--- src/rtl/mem_port_arbiter.sv ---
// Merges line read/write traffic from NUM_CH cache channels onto one memory port,
// serving a single transaction at a time with round-robin or fixed-priority grant.
module mem_port_arbiter #(
  parameter int NUM_CH  = 2,
  parameter int ADDR_W  = 28,
  parameter int LINE_W  = 128,
  parameter int RR_MODE = 1,
  localparam int GID_W  = (NUM_CH > 1) ? $clog2(NUM_CH) : 1
) (
  input  logic                     clk,
  input  logic                     rst_n,
  input  logic [NUM_CH-1:0]        ch_read,
  input  logic [NUM_CH-1:0]        ch_write,
  input  logic [NUM_CH*ADDR_W-1:0] ch_addr,
  input  logic [NUM_CH*LINE_W-1:0] ch_wdata,
  output logic [LINE_W-1:0]        ch_rdata,
  output logic [NUM_CH-1:0]        ch_ready,
  output logic                     mem_read,
  output logic                     mem_write,
  output logic [ADDR_W-1:0]        mem_addr,
  output logic [LINE_W-1:0]        mem_wdata,
  input  logic [LINE_W-1:0]        mem_rdata,
  input  logic                     mem_ready,
  output logic [GID_W-1:0]         grant_id
);

  typedef enum logic [1:0] {IDLE, BUSY, DONE} state_t;

  state_t            state_reg;
  logic [GID_W-1:0]  rr_ptr_reg;
  logic [ADDR_W-1:0] addr_arr  [NUM_CH];
  logic [LINE_W-1:0] wdata_arr [NUM_CH];
  logic [NUM_CH-1:0] req;
  logic [GID_W-1:0]  search_base;
  logic [GID_W-1:0]  win;
  logic [GID_W-1:0]  next_ptr;

  generate
    for (genvar gi = 0; gi < NUM_CH; gi++) begin : g_unpack
      assign addr_arr[gi]  = ch_addr[gi*ADDR_W +: ADDR_W];
      assign wdata_arr[gi] = ch_wdata[gi*LINE_W +: LINE_W];
    end
  endgenerate

  assign req         = ch_read | ch_write;
  assign search_base = (RR_MODE != 0) ? rr_ptr_reg : '0;
  assign next_ptr    = (grant_id == GID_W'(NUM_CH - 1)) ? '0 : grant_id + 1'b1;

  // Scan upward from the base index with wrap; the first requester wins.
  always_comb begin
    logic             found;
    logic [GID_W-1:0] idx;
    win   = '0;
    found = 1'b0;
    idx   = '0;
    for (int k = 0; k < NUM_CH; k++) begin
      idx = GID_W'((int'(search_base) + k) % NUM_CH);
      if (!found && req[idx]) begin
        win   = idx;
        found = 1'b1;
      end
    end
  end

  always_ff @(posedge clk or negedge rst_n) begin
    if (!rst_n) begin
      state_reg  <= IDLE;
      rr_ptr_reg <= '0;
      grant_id   <= '0;
      mem_read   <= 1'b0;
      mem_write  <= 1'b0;
      mem_addr   <= '0;
      mem_wdata  <= '0;
      ch_ready   <= '0;
      ch_rdata   <= '0;
    end else begin
      case (state_reg)
        IDLE: begin
          if (req != '0) begin
            mem_addr  <= addr_arr[win];
            mem_wdata <= wdata_arr[win];
            // A simultaneous read and write from one channel becomes a write.
            mem_write <= ch_write[win];
            mem_read  <= ch_read[win] & ~ch_write[win];
            grant_id  <= win;
            state_reg <= BUSY;
          end
        end
        BUSY: begin
          if (mem_ready) begin
            ch_rdata  <= mem_rdata;
            mem_read  <= 1'b0;
            mem_write <= 1'b0;
            ch_ready  <= NUM_CH'(1) << grant_id;
            state_reg <= DONE;
          end
        end
        DONE: begin
          // No grant here, so the finished channel's still-held request is not re-served.
          ch_ready  <= '0;
          if (RR_MODE != 0) rr_ptr_reg <= next_ptr;
          state_reg <= IDLE;
        end
        default: state_reg <= IDLE;
      endcase
    end
  end

endmodule

--- config.mk ---
export PLATFORM = sky130hd
export DESIGN_NAME = mem_port_arbiter
export DESIGN_NICKNAME = d
export VERILOG_FILES = /design/src/rtl/mem_port_arbiter.sv
export SDC_FILE = /design/constraint.sdc
export NUM_CORES = 1
export LEC_CHECK = 0
export BUFFER_PORTS_ARGS = -buffer_cell sky130_fd_sc_hd__buf_2
export CAP_MARGIN = 10
export CORE_AREA = 8 8 278 280
export DETAILED_ROUTE_END_ITERATION = 6
export DIE_AREA = 0 0 286 288
export MAX_ROUTING_LAYER = met4
export PLACE_DENSITY = 0.49
export SYNTH_ARGS = -nofsm -noshare
export SYNTH_HDL_FRONTEND = slang
export SYNTH_SLANG_ARGS = --single-unit
--- constraint.sdc ---
create_clock -name clk -period 2.9 [get_ports clk]
set_input_delay 0.145 -clock clk [delete_from_list [all_inputs] [get_ports clk]]
set_output_delay 0.145 -clock clk [all_outputs]
set_load 0.05 [all_outputs]
[Word level (Yosys, flattened, before mapping)]
Cells that the tools add are included.
Storage, ports and cells
  flip-flop bits (word level): 292
Operators by class
  add/sub/neg operators: 2
  magnitude comparators: 4
  equality and inequality tests: 4
  shifts and indexed selects: 1
  mux-type cells: 28
  bitwise gates (word level): 4
  reductions and logical operators: 11
Operators by type and width (number)
  128-bit two-way mux: 3
  28-bit two-way mux: 3
  1-bit two-way mux: 15
  2-bit case mux with 2 select lines: 2
  2-bit AND reduction: 4
  1-bit by 2-bit < comparator with 1-bit output (second input constant): 3
  2-bit two-way mux: 3
  2-bit nonzero test: 3
  2-bit inequality test (second input constant): 2
  1-bit case mux with 2 select lines: 2
  3-bit AND reduction: 1
  1-bit adder (second input constant): 2
  2-bit by 1-bit equality test with 1-bit output (second input constant): 1
  2-bit equality test (second input constant): 1
  2-bit greater-or-equal comparator (second input constant): 1
  2-bit zero test: 1
  1-bit NOT with 2-bit output: 1
  2-bit bitwise OR: 1
  1-bit by 1-bit << shifter with 2-bit output (first input constant): 1
  1-bit bitwise AND: 1
  1-bit logical AND: 1
  1-bit zero test: 1
  1-bit NOT: 1

[Logic depth before layout (Yosys ltp)]
  depth after elaboration: 13
  depth in mapped cells: 8
  gate-level depth less buffers: 5

[Least setup slack after synthesis]
Ideal clock, no wire load.
  path kind: flip-flop to flip-flop
  start: register state_reg[1]
  end: register ch_rdata[66]
  library setup time: 0.118 ns
  arrival: 1.324 ns
  required time: 2.782 ns
  slack: 1.458 ns
  cell stages (with the launch flop): 8
  path buffers: 3
  period minus slack after synthesis: 1.442 ns
  path through: dfrtp_1 -> nand2b_4 -> or2_1 -> buf_2 -> buf_4 -> buf_2 -> nand2_1 -> nand2_1
Between the ends
  cells in the longest elaborated chain, start to end: 2
Ends and longest elaborated chain
  start: declaration: RTL line 29  | state_t state_reg;
  start signal: assignment: RTL line 67  | state_reg <= IDLE;
  start signal: assignment: RTL line 86  | state_reg <= BUSY;
  start signal: assignment: RTL line 95  | state_reg <= DONE;
  2-bit by 1-bit equality test with 1-bit output: RTL line 77  | case (state_reg)
  2-bit AND reduction (no line)
  end signal: assignment: RTL line 91  | ch_rdata <= mem_rdata;
  end: declaration: RTL line 16  | output logic [LINE_W-1:0] ch_rdata,
No other way between the ends.
A chain may end at the register's enable or synchronous reset.

[Worst setup path after layout]
  start: register rr_ptr_reg
  end: register mem_wdata[118]
Between the ends
  cells in the longest elaborated chain, start to end: 10
Ends and longest elaborated chain
  start: declaration: RTL line 30  | logic [GID_W-1:0] rr_ptr_reg;
  start signal: assignment: RTL line 101  | if (RR_MODE != 0) rr_ptr_reg <= next_ptr;
  1-bit two-way mux (implied by the code) (2 in a row): RTL line 58  | if (!found && req[idx]) begin
  1-bit two-way mux: RTL line 58
  1-bit zero test: RTL line 58
  1-bit logical AND: RTL line 58
  1-bit two-way mux (*): RTL line 58
  1-bit NOT with 2-bit output (implied by the code) (*): RTL line 81  | mem_wdata <= wdata_arr[win];
  128-bit two-way mux (implied by the code) (*) (3 in a row): RTL line 81
  end signal: assignment: RTL line 81
  end: declaration: RTL line 21  | output logic [LINE_W-1:0] mem_wdata,
Every way passes the cells marked *; elsewhere a longest branch is shown, timed or not. The select of a mux whose other input is x is not followed.

==> run_results.csv <==
group,metric,value,unit
cells_and_area,fillCellCount,7671,
pwr,pwr-share-clk,0.156,
synth,synth_ff_type,"dfrtp_1",
clocking,cts_made_buffers,37,
timing,final-hold-violation-count,0,
pwr,cellLeakagePower,11.21,nW
floorplanning,start_util,0.1703,
synth,avgSynthCellArea,8.642,um^2
cells_and_area,layout-drive-gt1-share,0.3186,
clocking,cts_root_buffer,"clkbuf_16",
timing,timing.final.crit_period,2461,ps
timing,fin_ws,439.3,ps
pwr,ir_worst_vdd,0.8173,mV
clocking,clk_latency,540,ps
synth,async_flop_share,1.000,
status,outcome,"complete, no violations",
synth,synth_nets,1877,
pwr,swShare,0.5151,
floorplanning,rows,99,
drt,wl_per_cell,16.80,um
synth,synth.lib_cells_used.distinct,25,
timing,final-max-slew-violation-count,0,
worst_setup_path,crit_path_max_fanout,36,
synth,ys_top_cells_by_area,"dfrtp_1 (59%), nand2_1 (16%), a21oi_1 (13%), nor2_1 (4.8%), buf_6 (2.9%)",
global_route,grt_pass1_vias,15550,
timing,fin_setup_tns,0,ps
worst_hold_path,min_path_type,"in2reg",
synth,synth_top_cell_area_share,0.5913,
placed_design,portBuffers,735,
drt,dr.pass1.iters,5,
timing,rsz0062_at_grt,"no",
drt,vias,14390,
floorplanning,die_w,286,um
worst_setup_path,path_class,"reg2reg",
pwr,intPower,14.41,mW
pwr,power_density,1312,mW/mm^2
pwr,finalPower,29.72,mW
worst_setup_path,worstSetupStartpointType,"register",
worst_hold_path,holdCritStartpoint,"ch_read[1]",
cells_and_area,top_regs,"ch_rdata: 128 flops, mem_wdata: 128 flops, mem_addr: 28 flops",
clocking,cts_tree,"done",
global_route,overflow,0,
drt,drt_iter0_drc,707,
drt,viasPerCell,4.024,
worst_setup_path,endpoint_kind,"register",
timing,skew,10.41,ps
timing,slew_headroom,0.3330,
clocking,h-tree-depth,2,
global_route,grt_first_pass_wirelength,90.85,mm
cells_and_area,final_nets,3029,
cells_and_area,seq_area,0.007307,mm^2
worst_hold_path,hold_path_depth,3,
pwr,switching_power,15.31,mW
worst_setup_path,critical_path_arrival,2930,ps
clocking,cts_sinks,292,
synth,syn_inst,1430,
cells_and_area,final_common_cell,"buf_2",
synth,synth-edff-count,0,
clocking,clock_path_buffers,3,
timing,worstMarginPinSlew,996.7,ps
timing,max_freq,406.4,MHz
floorplanning,die_y,288,um
worst_setup_path,r2r_end,"mem_wdata[118]",
timing,setup_viol,0,
drt,drcViolationCount,0,
pwr,power_frac_seq,0.245,
global_route,grt_max_degree,131,
clocking,clkSlewWorstSetupHoldPaths,60,ps
drt,antenna_left,0,
timing,period_share,0.8485,
floorplanning,die-area,0.08237,mm^2
floorplanning,ios,736,
worst_setup_path,r2r_start,"rr_ptr_reg",
worst_setup_path,r2r_slack,440,ps
cells_and_area,layout_common_cells,"buf_2 (734), nand2_1 (540), dlygate4sd3_1 (442), a21oi_1 (316), dfrtp_1 (292)",
synth,synth_area,0.01236,mm^2
worst_setup_path,r2r_cells,6,
global_route,grt_usage,0.1415,
drt,wirelength,60.05,mm
placed_design,post-dp-hpwl,42.66,mm
synth,synth-seq-area-share,0.5913,
cells_and_area,area_delta_synth_final,83.29,%
worst_setup_path,cp.required,3370,ps
floorplanning,core,0.07259,mm^2
cells_and_area,multi_input_area,0.004390,mm^2
placed_design,place.gp.congestion,0.8396,
worst_hold_path,worstHoldEndpoint,"mem_read",
synth,ys_ff_latch,292,
pwr,p_comb_frac,0.599,
synth,synth_largest_area_cell,"dfrtp_1",
placed_design,place_ws,972.7,ps
global_route,antenna_found_initial,11,
flow_run,cap_violations,0,
synth,yosysWarnings,0,
[metrics by stage]
step,hold slack (ps),std cells,area (um^2),utilization
floorplan,-150.6,1430,12360,-
global placement,205.1,3060,17010,0.2343
detailed placement,199.7,3060,17010,0.2343
CTS,31.83,3567,22630,0.3118
global route,63.72,3574,22650,0.3120
finish,80.20,3575,22650,0.3121
[final cells by class]
cell class                      count  share of cell area
Timing Repair Buffer             1211              0.3760
Tap cell                          959             0.05297
Antenna cell                        8           0.0008838
Clock buffer                       55             0.04795
Clock inverter                     10            0.005137
Inverter                            3           0.0006076
Multi-Input combinational cell   1037              0.1938
Sequential cell                   292              0.3226
[cells by family (layout without fill, tap and decap cells)]
kind of cell    Yosys count  count (layout)  share of synthesized area
other cells               0               8                          0
compound gates          328             328                     0.1348
buf+inv                 101            1279                    0.05609
simple gates            709             709                     0.2179
flops                   292             292                     0.5913
[synthesized netlist by cell type, drive strengths merged, types with 2 or more instances]
| cell | n |
|---|---|
| a21oi | 316 |
| a31oi | 2 |
| and3 | 2 |
| buf | 85 |
| clkbuf | 13 |
| dfrtp | 292 |
| inv | 3 |
| nand2 | 540 |
| nand2b | 2 |
| nand3 | 3 |
| nor2 | 159 |
| o21ai | 4 |
[per-layer routing]
layer | global-route usage | routed length (um)
met1 | 0.1613 | 23480
met2 | 0.2359 | 29800
met3 | 0.03169 | 4017
met4 | 0.06598 | 2756
met5 | - | 0
[worst max path at each step]
stage,start,to,slack [ps]
floorplan,state_reg[1],ch_rdata[66],1460
global placement,ch_write[1],mem_wdata[63],1010
detailed placement,ch_write[1],mem_wdata[50],970
CTS,rr_ptr_reg,mem_wdata[50],470
global route,rr_ptr_reg,mem_wdata[118],310
finish,rr_ptr_reg,mem_wdata[118],440
[power groups by stage]
stage | logic, mW | registers [mW] | clock network (mW)
3_5_place_dp | 15.4 | 7.27 | 0
2_1_floorplan | 4.23 | 14.1 | 0
6_report | 17.8 | 7.28 | 4.63
5_1_grt | 19.0 | 7.53 | 4.96
4_1_cts | 17.9 | 7.26 | 4.83
3_3_place_gp | 15.3 | 7.31 | 0
[worst max-delay path: stages (launching register included)]
cell and delay, ps:
dfrtp_1 390, o21bai_1 200, and2b_4 570, buf_4 360, a21oi_1 100, a21oi_1 160, dlygate4sd3_1 570
[timing repair]
action                                  in CTS  in global routing
endpoints found under the setup margin       0                  0
hold endpoints to repair                   359                  0
resized for setup                            0                  0
hold buffers                               442                  0
buffers inserted                             0                  0
Note: power is estimated with default switching activity, not from simulation.
